==> config.mk <==
export PLATFORM = sky130hd
export DESIGN_NAME = des_key_sched
export DESIGN_NICKNAME = d
export VERILOG_FILES = /design/src/rtl/des_key_sched.sv
export SDC_FILE = /design/constraint.sdc
export NUM_CORES = 1
export LEC_CHECK = 0
export ABC_CLOCK_PERIOD_IN_PS = 2400
export CAP_MARGIN = 5
export CORE_MARGIN = 2
export CORE_UTILIZATION = 39
export CTS_CLUSTER_DIAMETER = 120
export CTS_CLUSTER_SIZE = 25
export DETAILED_ROUTE_END_ITERATION = 6
export GPL_TIMING_DRIVEN = 0
export PLACE_DENSITY = 0.75
export SYNTH_ARGS = -nofsm -noshare
export SYNTH_HDL_FRONTEND = slang
export SYNTH_SLANG_ARGS = --single-unit
==> constraint.sdc <==
create_clock -name clk -period 2.4 [get_ports clk]
set_input_delay 0.24 -clock clk [delete_from_list [all_inputs] [get_ports clk]]
set_output_delay 0.24 -clock clk [all_outputs]
set_load 0.02 [all_outputs]
==> src/rtl/des_key_sched.sv <==
// des_key_sched: iterative DES key schedule, one 48-bit subkey per valid/ready handshake
module des_key_sched #(
  parameter bit EN = 1'b1
) (
  input  logic        clk,
  input  logic        rst,
  input  logic [63:0] key_in,
  input  logic        key_valid,
  output logic        key_ready,
  output logic [47:0] subkey,
  output logic [3:0]  subkey_idx,
  output logic        subkey_valid,
  input  logic        subkey_ready,
  output logic        busy
);
  localparam int PC1 [56] = '{
    57, 49, 41, 33, 25, 17,  9,  1, 58, 50, 42, 34, 26, 18,
    10,  2, 59, 51, 43, 35, 27, 19, 11,  3, 60, 52, 44, 36,
    63, 55, 47, 39, 31, 23, 15,  7, 62, 54, 46, 38, 30, 22,
    14,  6, 61, 53, 45, 37, 29, 21, 13,  5, 28, 20, 12,  4};
  localparam int PC2 [48] = '{
    14, 17, 11, 24,  1,  5,  3, 28, 15,  6, 21, 10,
    23, 19, 12,  4, 26,  8, 16,  7, 27, 20, 13,  2,
    41, 52, 31, 37, 47, 55, 30, 40, 51, 45, 33, 48,
    44, 49, 39, 56, 34, 53, 46, 42, 50, 36, 29, 32};
  // bit i set where the FIPS shift schedule entry i is 1 (entries 0,1,8,15), else 2
  localparam logic [15:0] ONE_SH = 16'h8103;
  typedef enum logic {IDLE, RUN} state_t;
  state_t      r_state;
  logic [27:0] r_c, r_d;
  logic [3:0]  r_cnt;
  logic [55:0] w_pc1, w_cd;
  logic [47:0] w_pc2;
  logic [3:0]  w_sidx;
  logic        w_two;
  logic        w_unused;
  function automatic logic [27:0] rol(input logic [27:0] x, input logic two);
    return two ? {x[25:0], x[27:26]} : {x[26:0], x[27]};
  endfunction
  function automatic logic [27:0] ror(input logic [27:0] x, input logic two);
    return two ? {x[1:0], x[27:2]} : {x[0], x[27:1]};
  endfunction
  assign w_cd = {r_c, r_d};
  for (genvar g = 0; g < 56; g++) begin : g_pc1
    assign w_pc1[55-g] = key_in[64-PC1[g]];
  end
  for (genvar g = 0; g < 48; g++) begin : g_pc2
    assign w_pc2[47-g] = w_cd[56-PC2[g]];
  end
  // parity bits and the eight C/D bits PC-2 drops carry no information
  assign w_unused = ^{key_in[0], key_in[8], key_in[16], key_in[24], key_in[32], key_in[40],
                      key_in[48], key_in[56], w_cd[47], w_cd[38], w_cd[34], w_cd[31],
                      w_cd[21], w_cd[18], w_cd[13], w_cd[2]};
  assign w_sidx = EN ? r_cnt + 4'd1 : 4'd15 - r_cnt;
  assign w_two  = ~ONE_SH[w_sidx];
  always_ff @(posedge clk) begin
    if (rst) begin
      r_state <= IDLE;
      r_cnt   <= '0;
      r_c     <= '0;
      r_d     <= '0;
    end else if (r_state == IDLE) begin
      if (key_valid) begin
        r_c     <= EN ? rol(w_pc1[55:28], 1'b0) : w_pc1[55:28];
        r_d     <= EN ? rol(w_pc1[27:0], 1'b0) : w_pc1[27:0];
        r_cnt   <= '0;
        r_state <= RUN;
      end
    end else if (subkey_ready) begin
      if (r_cnt == 4'd15) begin
        r_state <= IDLE;
        r_cnt   <= '0;
      end else begin
        r_cnt <= r_cnt + 4'd1;
        r_c   <= EN ? rol(r_c, w_two) : ror(r_c, w_two);
        r_d   <= EN ? rol(r_d, w_two) : ror(r_d, w_two);
      end
    end
  end
  assign key_ready    = r_state == IDLE;
  assign subkey_valid = r_state == RUN;
  assign busy         = subkey_valid;
  assign subkey       = subkey_valid ? w_pc2 : '0;
  assign subkey_idx   = subkey_valid ? r_cnt : '0;
endmodule

; Word-level counts from Yosys, hierarchy flattened
; Memories as Yosys holds them, arrays and structs flattened.
; Index checks and enable logic that the tools add are counted.
[op_classes]
n_addsub = 1
mul = 0
div_mod_pow = 0
n_lt_le_gt_ge = 1
eq_ne = 3
shifts = 0
mux = 21
bitwise_logic = 1
n_reduce_logical = 3
[ops]
columns = op, count
row1 = $mux W28, 10
row2 = $mux W48, 1
row3 = $mux W4, 5
row4 = $lt A4 B5 Y1 const B, 1
row5 = $mux W1, 5
row6 = $add A4 B1 Y4 const B, 1
row7 = $eq A4 B4 Y1 const B, 1
row8 = $ne A2 B2 Y1 const B, 2
row9 = $reduce_and A3 Y1, 1
row10 = $reduce_and A2 Y1, 1
row11 = $reduce_bool A2 Y1, 1
row12 = $not A1 Y1, 1
[word_totals]
regBits = 61
latch_bits = 0
ram_bits = 0
mem_bits_ro = 16
out_inout_bits = 55
elab_cells = 35
memories = 1
[memory_table]
columns = memory, depth, width, rd, rd_ports_with_merged_regs, write_ports, line_no
row1 = (name not given), 16, 1, 1, 0, 0, 55  ; assign w_two = ~ONE_SH[w_sidx];

; Logic depth before layout (Yosys ltp)
; Gate-level depths: netlist of the first run.
[depth]
depth_word = 7
depth_mapped = 7

; Worst setup path after synthesis of the first run
; Ideal clock, no wire load.
[synth_timing]
path_kind = register -> register
from = register r_cnt[0]
to = register r_c[0]
setup_time_ns = 0.119
arrival_ns = 1.666
required_time_ns = 2.281
path_slack_ns = 0.615
path_stages_with_launch = 7
path_buffers = 1
period_less_slack_ns = 1.785
cell_sequence = dfxtp_1 -> ha_1 -> or4_4 -> nand3_4 -> nand2_4 -> buf_6 -> o221a_1
[synth_between]
elab_chain_len = 7
[synth_lines]
columns = item, line_no
row1 = start: declaration, 31  ; logic [3:0] r_cnt;
row2 = start signal: assignment, 74  ; r_cnt <= r_cnt + 4'd1;
row3 = $add A4 B1 Y4, 54  ; assign w_sidx = EN ? r_cnt + 4'd1 : 4'd15 - r_cnt;
row4 = $mem_v2 Z16 W1, --
row5 = $mux W1 (implied by the code), 55
row6 = $mux W28, 38  ; return two ? {x[25:0], x[27:26]} : {x[26:0], x[27]};
row7 = $mux W28, 70  ; if (r_cnt == 4'd15) begin
row8 = $mux W28, 69  ; end else if (subkey_ready) begin
row9 = $mux W28, 62  ; end else if (r_state == IDLE) begin
row10 = end signal: assignment, 64  ; r_c <= EN ? rol(w_pc1[55:28], 1'b0) : w_pc1[55:28];
row11 = end signal: assignment, 75  ; r_c <= EN ? rol(r_c, w_two) : ror(r_c, w_two);
row12 = end: declaration, 30  ; logic [27:0] r_c, r_d;
; Parallel ways exist; a longest one is shown, timed or not. The select of a mux whose other input is x is not followed.
; A chain may end at the register's enable or synchronous reset.

; Worst setup path after layout of the first run
[layout_timing]
from = register r_state (netlist: busy)
to = output subkey[31]
[layout_between]
elab_chain_len = 1
[layout_lines]
columns = item, line_no
row1 = start: declaration, 29  ; state_t r_state;
row2 = start signal: assignment, 58  ; r_state <= IDLE;
row3 = start signal: assignment, 67  ; r_state <= RUN;
row4 = start signal: assignment, 71  ; r_state <= IDLE;
row5 = $mux W48, 83  ; assign subkey = subkey_valid ? w_pc2 : '0;
row6 = end: declaration, 10  ; output logic [47:0] subkey,
; No other way between the ends.

==> results_dict.tcl, run 1 <==
set metrics [dict create \
    status "finished clean" \
    crit_arrival_ns 1.99 \
    cts_buffers 9 \
    synth_most_common_cell "dfxtp_1" \
    die-area_sq_um 9370 \
    portBuffers 114 \
    cts_buffer_depth 2 \
    syn2layout_area_growth_pct 45.3 \
    synth_flop_cell "dfxtp_1" \
    p_per_area_nw_per_um2 590 \
    power.internal_mw 2.09 \
    layout-drive-gt1-share_pct 17.3 \
    antenna_found_initial 0 \
    clkTransAtPathRegs_ns 0.06 \
    switching_share_pct 27.2 \
    root_buffer "clkbuf_8" \
    hold_viol_final 0 \
    synth-async-reset-ratio_pct 0 \
    whs_ns 0.525 \
    synth-edff-count 0 \
    cts_tree "yes" \
    end_kind "output port" \
    synth.largest_area_cell "dfxtp_1" \
    hpwlAfterDp_um 8080 \
    synth_top_area_share_pct 36.4 \
    worst_skew_pair.late_latency_ns 0.34 \
    seqPwrFrac_pct 41.4 \
    yosysSeqAreaShare_pct 36.4 \
    criticalPathCategory "reg2out" \
    final.setup.tns_ns 0 \
    drt_pre_antenna_iters 5 \
    worst-path-max-fanout 10 \
    mappedNetlistArea_sq_um 3360 \
    num_rows 33 \
    drc 0 \
    htree_levels 3 \
    pwr-share-comb_pct 21.3 \
    grt_first_pass_wirelength_um 18000 \
    fillers 720 \
    initial_utilization_pct 40.5 \
    skew_ns 0.0112 \
    p_leak_nw 1.85 \
    ys_top_cells_by_count "dfxtp_1, and2_1, o221a_1" \
    hold_class "reg2reg" \
    grt_pass1_vias 3368 \
    maxCapViolCount 0 \
    slew_headroom_pct 59.7 \
    drtIter0Drc 253 \
    grt_max_degree 11 \
    antenna_cells 0 \
    drt_wl_total_um 11300 \
    rsz0062_at_grt "false" \
    nets 528 \
    synth-seq-cells 61 \
    hold_buffers 0 \
    gp_congestion 0.821 \
    p_switching_mw 0.783 \
    drv_slew 0 \
    track_usage_pct 23.7 \
    synth_area_per_cell_sq_um 10.1 \
    die_width_um 96.8 \
    die_h_um 96.8 \
    fin_crit_ns 2.23 \
    fmax_mhz 447 \
    pwr-share-clk_pct 37.3 \
    cts_sinks 61 \
    ys_warn_count 0 \
    critPathRequiredTime_ns 2.16 \
    drtAntennaViolNets 0 \
    mappedNetlistNets 403 \
    min_period_over_period_pct 93.1 \
    coreArea_sq_um 8300 \
    vdd_drop_max_v 0.000290 \
    syn_inst 334 \
    finalSetupViolations 0 \
    wl_per_cell_um 19.8 \
    power_mw 2.88 \
    vias 3424 \
    routed_via_density 6.03 \
    synth_area_leaders "dfxtp_1, o221a_1, o221a_2" \
    grt_overflow 0 \
    pin_count 123 \
    synth_cell_types 30 \
    tightest_slew_ns 0.604 \
    setup.worst_path.start_class "register" \
]
power by group through the flow:
| stage | Combinational [mW] | Clock (mW) | Sequential [mW] |
|---|---|---|---|
| 2_1_floorplan | 0.351 | 0 | 1.18 |
| 3_3_place_gp | 0.597 | 0 | 1.21 |
| 3_5_place_dp | 0.603 | 0 | 1.21 |
| 4_1_cts | 0.611 | 1.08 | 1.19 |
| 5_1_grt | 0.654 | 1.12 | 1.20 |
| 6_report | 0.613 | 1.07 | 1.19 |
layer usage:
layer	GRT usage, %	up-vias	share of wire, %
met5	0	-	0
met4	5.20	0	1.0
met3	6.94	14	8.5
met2	37.5	192	46
met1	32.2	1620	45
li1	-	1598	-
per-stage QoR:
step	area (sq um)	util (%)	worst slack (ns)	instances
finish	4880	58.8	0.165	568
global route	4880	58.8	0.0719	568
CTS	4880	58.8	0.0145	568
detailed placement	4630	55.8	-0.0175	553
global placement	4630	55.8	-0.0772	553
floorplan	3360	-	0.615	334
logic make-up after synthesis:
| group | after synthesis | synth area share, % |
|---|---|---|
| fa+ha+maj | 1 | 0.372 |
| buf+inv | 39 | 5.81 |
| flops | 61 | 36.4 |
| compound gates | 123 | 34.2 |
| mux | 16 | 4.77 |
| simple gates | 94 | 18.5 |
sequential cells by signal, indices dropped and copies added (netlist names):
name / cells
r_c: 28
r_d: 28
r_cnt: 4
busy: 1
what timing repair did:
item / CTS / global route
setup buffers: 0 / 0
resized for setup: 8 / 1
pin swaps: 0 / 0
setup endpoints to repair: 40 / 42
worst paths after layout:
path / slack, ns / cells past startpoint / endpoint / from
max reg2reg: 0.29 / 6 / r_d[27] / r_cnt[0]
min reg2reg: 0.53 / 2 / r_cnt[3] / r_cnt[3]
max: 0.17 / 4 / subkey[31] / busy
min: 0.53 / 2 / r_cnt[3] / r_cnt[3]
worst max-delay path, cell delays in order, from the launching register on:
cell and delay [ns]:
dfxtp_2 0.40, clkbuf_4 0.22, clkbuf_2 0.24, and2_1 0.19
clkdlybuf4s50_1 0.61
cells in the final DEF (no fill, tap or decap), types with 4 or more instances in the layout:
cell,synthesis,final
nor2b_1,4,4
buf_2,6,6
o221a_2,40,40
nor2_1,4,4
mux2i_1,16,16
a21oi_1,4,4
a31oi_1,16,16
buf_6,5,5
o221a_1,41,41
nand2_1,6,6
clkbuf_1,25,20
and2_1,54,54
and4_1,16,16
clkbuf_8,0,12
o21ai_1,17,17
dfxtp_1,61,60
clkdlybuf4s50_1,0,114
final cells by class:
| class | instances | area (sq um) | share of cell area (%) |
|---|---|---|---|
| Multi-Input combinational cell | 234 | 1940 | 39.8 |
| Sequential cell | 61 | 1220 | 25.1 |
| Timing Repair Buffer | 114 | 1140 | 23.4 |
| Buffer | 37 | 201 | 4.13 |
| Clock buffer | 12 | 165 | 3.38 |
| Tap cell | 105 | 131 | 2.69 |
| Clock inverter | 3 | 67.6 | 1.38 |
| Inverter | 2 | 7.51 | 0.154 |
Note: power is estimated with default switching activity, not from simulation.
==> inputs of run 2 (changes only) <==
--- a/config.mk
+++ b/config.mk
@@ -7,9 +7,7 @@
 export LEC_CHECK = 0
 export ABC_CLOCK_PERIOD_IN_PS = 2400
 export CAP_MARGIN = 5
-export CORE_MARGIN = 2
 export CORE_UTILIZATION = 39
-export CTS_CLUSTER_DIAMETER = 120
 export CTS_CLUSTER_SIZE = 25
 export DETAILED_ROUTE_END_ITERATION = 6
 export GPL_TIMING_DRIVEN = 0
==> results_dict.tcl, run 2 (synthesis gave the netlist of run 1 again) <==
set metrics [dict create \
    pin_count 123 \
    grt_pass1_vias 3413 \
    nets 528 \
    hpwlAfterDp_um 8110 \
    wl_per_cell_um 20.0 \
    r2r-end "r_c[17]" \
    portBuffers 114 \
    worstHoldPathCells 2 \
    finalSetupViolations 0 \
    worstHoldStart "r_cnt[3]" \
    status "finished clean" \
    cts_sinks 61 \
    place_inst 553 \
    root_buffer "clkbuf_8" \
    drv_slew 0 \
    vdd_drop_max_v 0.000234 \
    place_ws_ns -0.0126 \
    drtAntennaViolNets 0 \
    max_stage_delay_ns 0.61 \
    end_kind "output port" \
    crit_arrival_ns 2.02 \
    antenna_found_initial 0 \
    grt_max_degree 11 \
    antenna_cells 0 \
    layout_commonest_cell "clkdlybuf4s50_1" \
    worst_skew_pair.late_latency_ns 0.34 \
    switching_share_pct 30.1 \
    maxCapViolCount 0 \
    power.internal_mw 1.79 \
    tightest_slew_ns 0.568 \
    final_util_pct 58.1 \
    cpMaxStageDelayCell "clkdlybuf4s50_1" \
    p_per_area_nw_per_um2 534 \
    whs_endpoint "r_cnt[3]" \
    largestRegisters "r_c: 28 flops, r_d: 28 flops, r_cnt: 4 flops" \
    cts_resized 8 \
    fmax_mhz 443 \
    num_rows 33 \
    die_width_um 94.8 \
    layoutNonFillerInstCount 567 \
    min_period_over_period_pct 94.1 \
    crit_chain "clkbuf_4 -> clkbuf_2 -> and2_1 -> clkdlybuf4s50_1" \
    drc 0 \
    pwr-share-comb_pct 24.0 \
    htree_levels 3 \
    hold_buffers 0 \
    gp_congestion 0.897 \
    die-area_sq_um 8990 \
    cts_tree "yes" \
    drt_pre_antenna_iters 5 \
    track_usage_pct 26.0 \
    drt_wl_total_um 11300 \
    drtIter0Drc 251 \
    seqPwrFrac_pct 46.7 \
    reg2reg_from "r_cnt[0]" \
    grt_first_pass_wirelength_um 17500 \
    routed_via_density 6.04 \
    r2r_setup_slack_ns 0.32 \
    grt_overflow 0 \
    finalWorstSetupSlack_ns 0.141 \
    layout-drive-gt1-share_pct 16.9 \
    skew_ns 0.00556 \
    cts_buffer_depth 2 \
    hold_class "reg2reg" \
    final_cell_mix "clkdlybuf4s50_1, dfxtp_1, and2_1, o221a_1, o221a_2" \
    cts_buffers 9 \
    placed_area_sq_um 4630 \
    p_leak_nw 1.82 \
    setup.worst_path.start_class "register" \
    final_area_sq_um 4790 \
    vias 3424 \
    pwr-share-clk_pct 29.4 \
    slew_headroom_pct 62.1 \
    die_h_um 94.8 \
    initial_utilization_pct 40.7 \
    r2r_cells 6 \
    syn2layout_area_growth_pct 42.7 \
    p_switching_mw 0.771 \
    fin_crit_ns 2.26 \
    post_cts_buffers 0 \
    coreArea_sq_um 8260 \
    rsz0062_at_grt "false" \
    critPathRequiredTime_ns 2.16 \
    hold_viol_final 0 \
    clkTransAtPathRegs_ns 0.07 \
    worst-path-max-fanout 10 \
    criticalPathCategory "reg2out" \
]
-- run 2: power groups by stage --
stage	Combinational [mW]	Clock [mW]	Sequential [mW]
finish	0.613	0.752	1.19
global route	0.654	0.799	1.21
CTS	0.611	0.751	1.19
detailed placement	0.603	0	1.21
global placement	0.595	0	1.21
floorplan	0.351	0	1.18
-- run 2: how the worst max path moves through the flow --
stage | from | endpoint | slack, ns | cells past startpoint
after floorplan | r_cnt[0] | r_c[0] | 0.62 | 6
after global placement | busy | subkey[27] | -0.03 | 4
after detailed placement | busy | subkey[27] | -0.01 | 4
after CTS | busy | subkey[8] | 0.000008 | 3
after global routing | busy | subkey[35] | 0.06 | 4
final | busy | subkey[31] | 0.14 | 4
-- run 2: routing by layer --
metal | track usage [%] | wire length, um | vias to the layer above | share of wire, %
li1 | - | - | 1595 | -
met5 | 0 | 0 | - | 0
met2 | 41.3 | 5150 | 182 | 45
met4 | 10.4 | 234 | 0 | 2.1
met1 | 35.0 | 4960 | 1625 | 44
met3 | 4.11 | 992 | 22 | 8.8
-- run 2: metrics by stage --
stage	hold slack, ns	TNS, ns	total power, mW
after floorplan	0.309	0	1.53
after global placement	0.512	-0.0267	1.80
after detailed placement	0.518	-0.0126	1.81
after CTS	0.528	0	2.55
after global routing	0.584	0	2.66
final	0.527	0	2.56
-- run 2: critical path, delay by kind of cell, from the launching register on --
family / cells / cell delay [ns]
AND/OR/NAND/NOR: 1 / 0.20
flip-flops: 1 / 0.40
buffers and inverters: 3 / 1.07
-- run 2: final cells by class --
cell class | instances | area (sq um)
flip-flops and latches | 61 | 1220
clock inverters | 3 | 15.0
repair buffers | 114 | 1140
well taps | 105 | 131
inverters | 2 | 7.51
plain buffers | 37 | 203
multi-input cells | 234 | 1940
clock buffers | 11 | 131
fillers | 763 | 3460
==> inputs of run 3 (changes only) <==
--- a/config.mk
+++ b/config.mk
@@ -12,6 +12,7 @@
 export DETAILED_ROUTE_END_ITERATION = 6
 export GPL_TIMING_DRIVEN = 0
 export PLACE_DENSITY = 0.75
+export SETUP_SLACK_MARGIN = 0.1
 export SYNTH_ARGS = -nofsm -noshare
 export SYNTH_HDL_FRONTEND = slang
 export SYNTH_SLANG_ARGS = --single-unit
==> results_dict.tcl, run 3 (synthesis gave the netlist of run 1 again) <==
set metrics [dict create \
    num_rows 33 \
    wl_per_cell_um 20.0 \
    drt_wl_total_um 11300 \
    grt_pass1_vias 3413 \
    final_cell_mix "clkdlybuf4s50_1, dfxtp_1, and2_1, o221a_1, o221a_2" \
    p_leak_nw 1.86 \
    worst-path-max-fanout 10 \
    criticalPathCategory "reg2out" \
    die-area_sq_um 8990 \
    gp_congestion 0.897 \
    fin_crit_ns 2.25 \
    drt_pre_antenna_iters 5 \
    cts_buffers 9 \
    clkTransAtPathRegs_ns 0.07 \
    p_per_area_nw_per_um2 532 \
    hold_buffers 0 \
    antenna_cells 0 \
    layout_commonest_cell "clkdlybuf4s50_1" \
    final.setup.tns_ns 0 \
    root_buffer "clkbuf_8" \
    cts_tree "yes" \
    grt_overflow 0 \
    drv_slew 0 \
    whs_ns 0.529 \
    portBuffers 114 \
    hold_viol_final 0 \
    nets 528 \
    cts_sinks 61 \
    finalSetupViolations 0 \
    drc 0 \
    maxCapViolCount 0 \
    layout-drive-gt1-share_pct 16.9 \
    largestRegisters "r_c: 28 flops, r_d: 28 flops, r_cnt: 4 flops" \
    drtIter0Drc 262 \
    multiInputGateArea_sq_um 1940 \
    ff_latch_area_sq_um 1220 \
    grt_first_pass_wirelength_um 17500 \
    hpwlAfterDp_um 8110 \
    fmax_mhz 445 \
    antenna_found_initial 0 \
    status "finished clean" \
    crit_arrival_ns 2.01 \
    setup.worst_path.start_class "register" \
    min_period_over_period_pct 93.6 \
    coreArea_sq_um 8260 \
    fillers 761 \
    worst_skew_pair.late_latency_ns 0.34 \
    vdd_drop_max_v 0.000232 \
    post_cts_buffers 0 \
    die_width_um 94.8 \
    drtAntennaViolNets 0 \
    placed_area_sq_um 4630 \
    end_kind "output port" \
    htree_levels 3 \
    skew_ns 0.00573 \
    hold_class "reg2reg" \
    critPathRequiredTime_ns 2.16 \
    die_h_um 94.8 \
    track_usage_pct 26.0 \
    rsz0062_at_grt "true" \
    grt_max_degree 11 \
    cts_buffer_depth 2 \
    vias 3417 \
    syn2layout_area_growth_pct 42.9 \
    final_area_sq_um 4800 \
    initial_utilization_pct 40.7 \
    pin_count 123 \
    slew_headroom_pct 62.3 \
    routed_via_density 6.03 \
    tightest_slew_ns 0.565 \
    power_mw 2.55 \
]
## run 3: cell count changes in the layout (fill, tap and decap cells not counted)
cell and change:
clkdlybuf4s50_1 -2, clkbuf_2 -2, dlymetal6s2s_1 +2, buf_2 +2
## run 3: final timing paths
path | startpoint | to | slack, ns | cells after the start
max | busy | subkey[27] | 0.15 | 4
min | r_cnt[3] | r_cnt[3] | 0.53 | 2
max reg2reg | r_cnt[0] | r_c[17] | 0.29 | 6
min reg2reg | r_cnt[3] | r_cnt[3] | 0.53 | 2
## run 3: what timing repair did
item,in CTS,in global routing
pin swaps,0,0
resized for setup,10,4
endpoints found under the setup margin,50,7
## run 3: area by class of cell
type	instances	share of cell area [%]
inverters	2	0.156
well taps	105	2.74
plain buffers	37	4.22
clock inverters	3	0.313
clock buffers	11	2.74
flip-flops and latches	61	25.5
repair buffers	114	23.9
multi-input cells	234	40.5
## run 3: layer usage
layer,vias to the layer above,part of all wire [%],global-route usage (%)
met2,185,45,41.3
met1,1614,44,35.0
li1,1594,-,-
met5,-,0,0
met3,24,8.8,4.11
met4,0,2.2,10.4
## run 3: where the power goes
group / leakage, nW / switching, mW / internal (mW)
combinational: 1.27 / 0.281 / 0.332
clock: 0.0788 / 0.389 / 0.358
sequential: 0.504 / 0.0962 / 1.10
## run 3: per-stage QoR
stage | worst slack (ns) | cells | utilization [%]
2_1_floorplan | 0.615 | 334 | -
3_3_place_gp | -0.0267 | 553 | 56.1
3_5_place_dp | -0.0126 | 553 | 56.1
4_1_cts | 0.137 | 567 | 58.1
5_1_grt | 0.0942 | 567 | 58.1
6_report | 0.153 | 567 | 58.1
## run 3: critical path: stages, from the launching register on
cell and delay (ns):
dfxtp_2 0.40, clkbuf_4 0.22, clkbuf_4 0.24, and2_1 0.19, clkdlybuf4s50_1 0.61
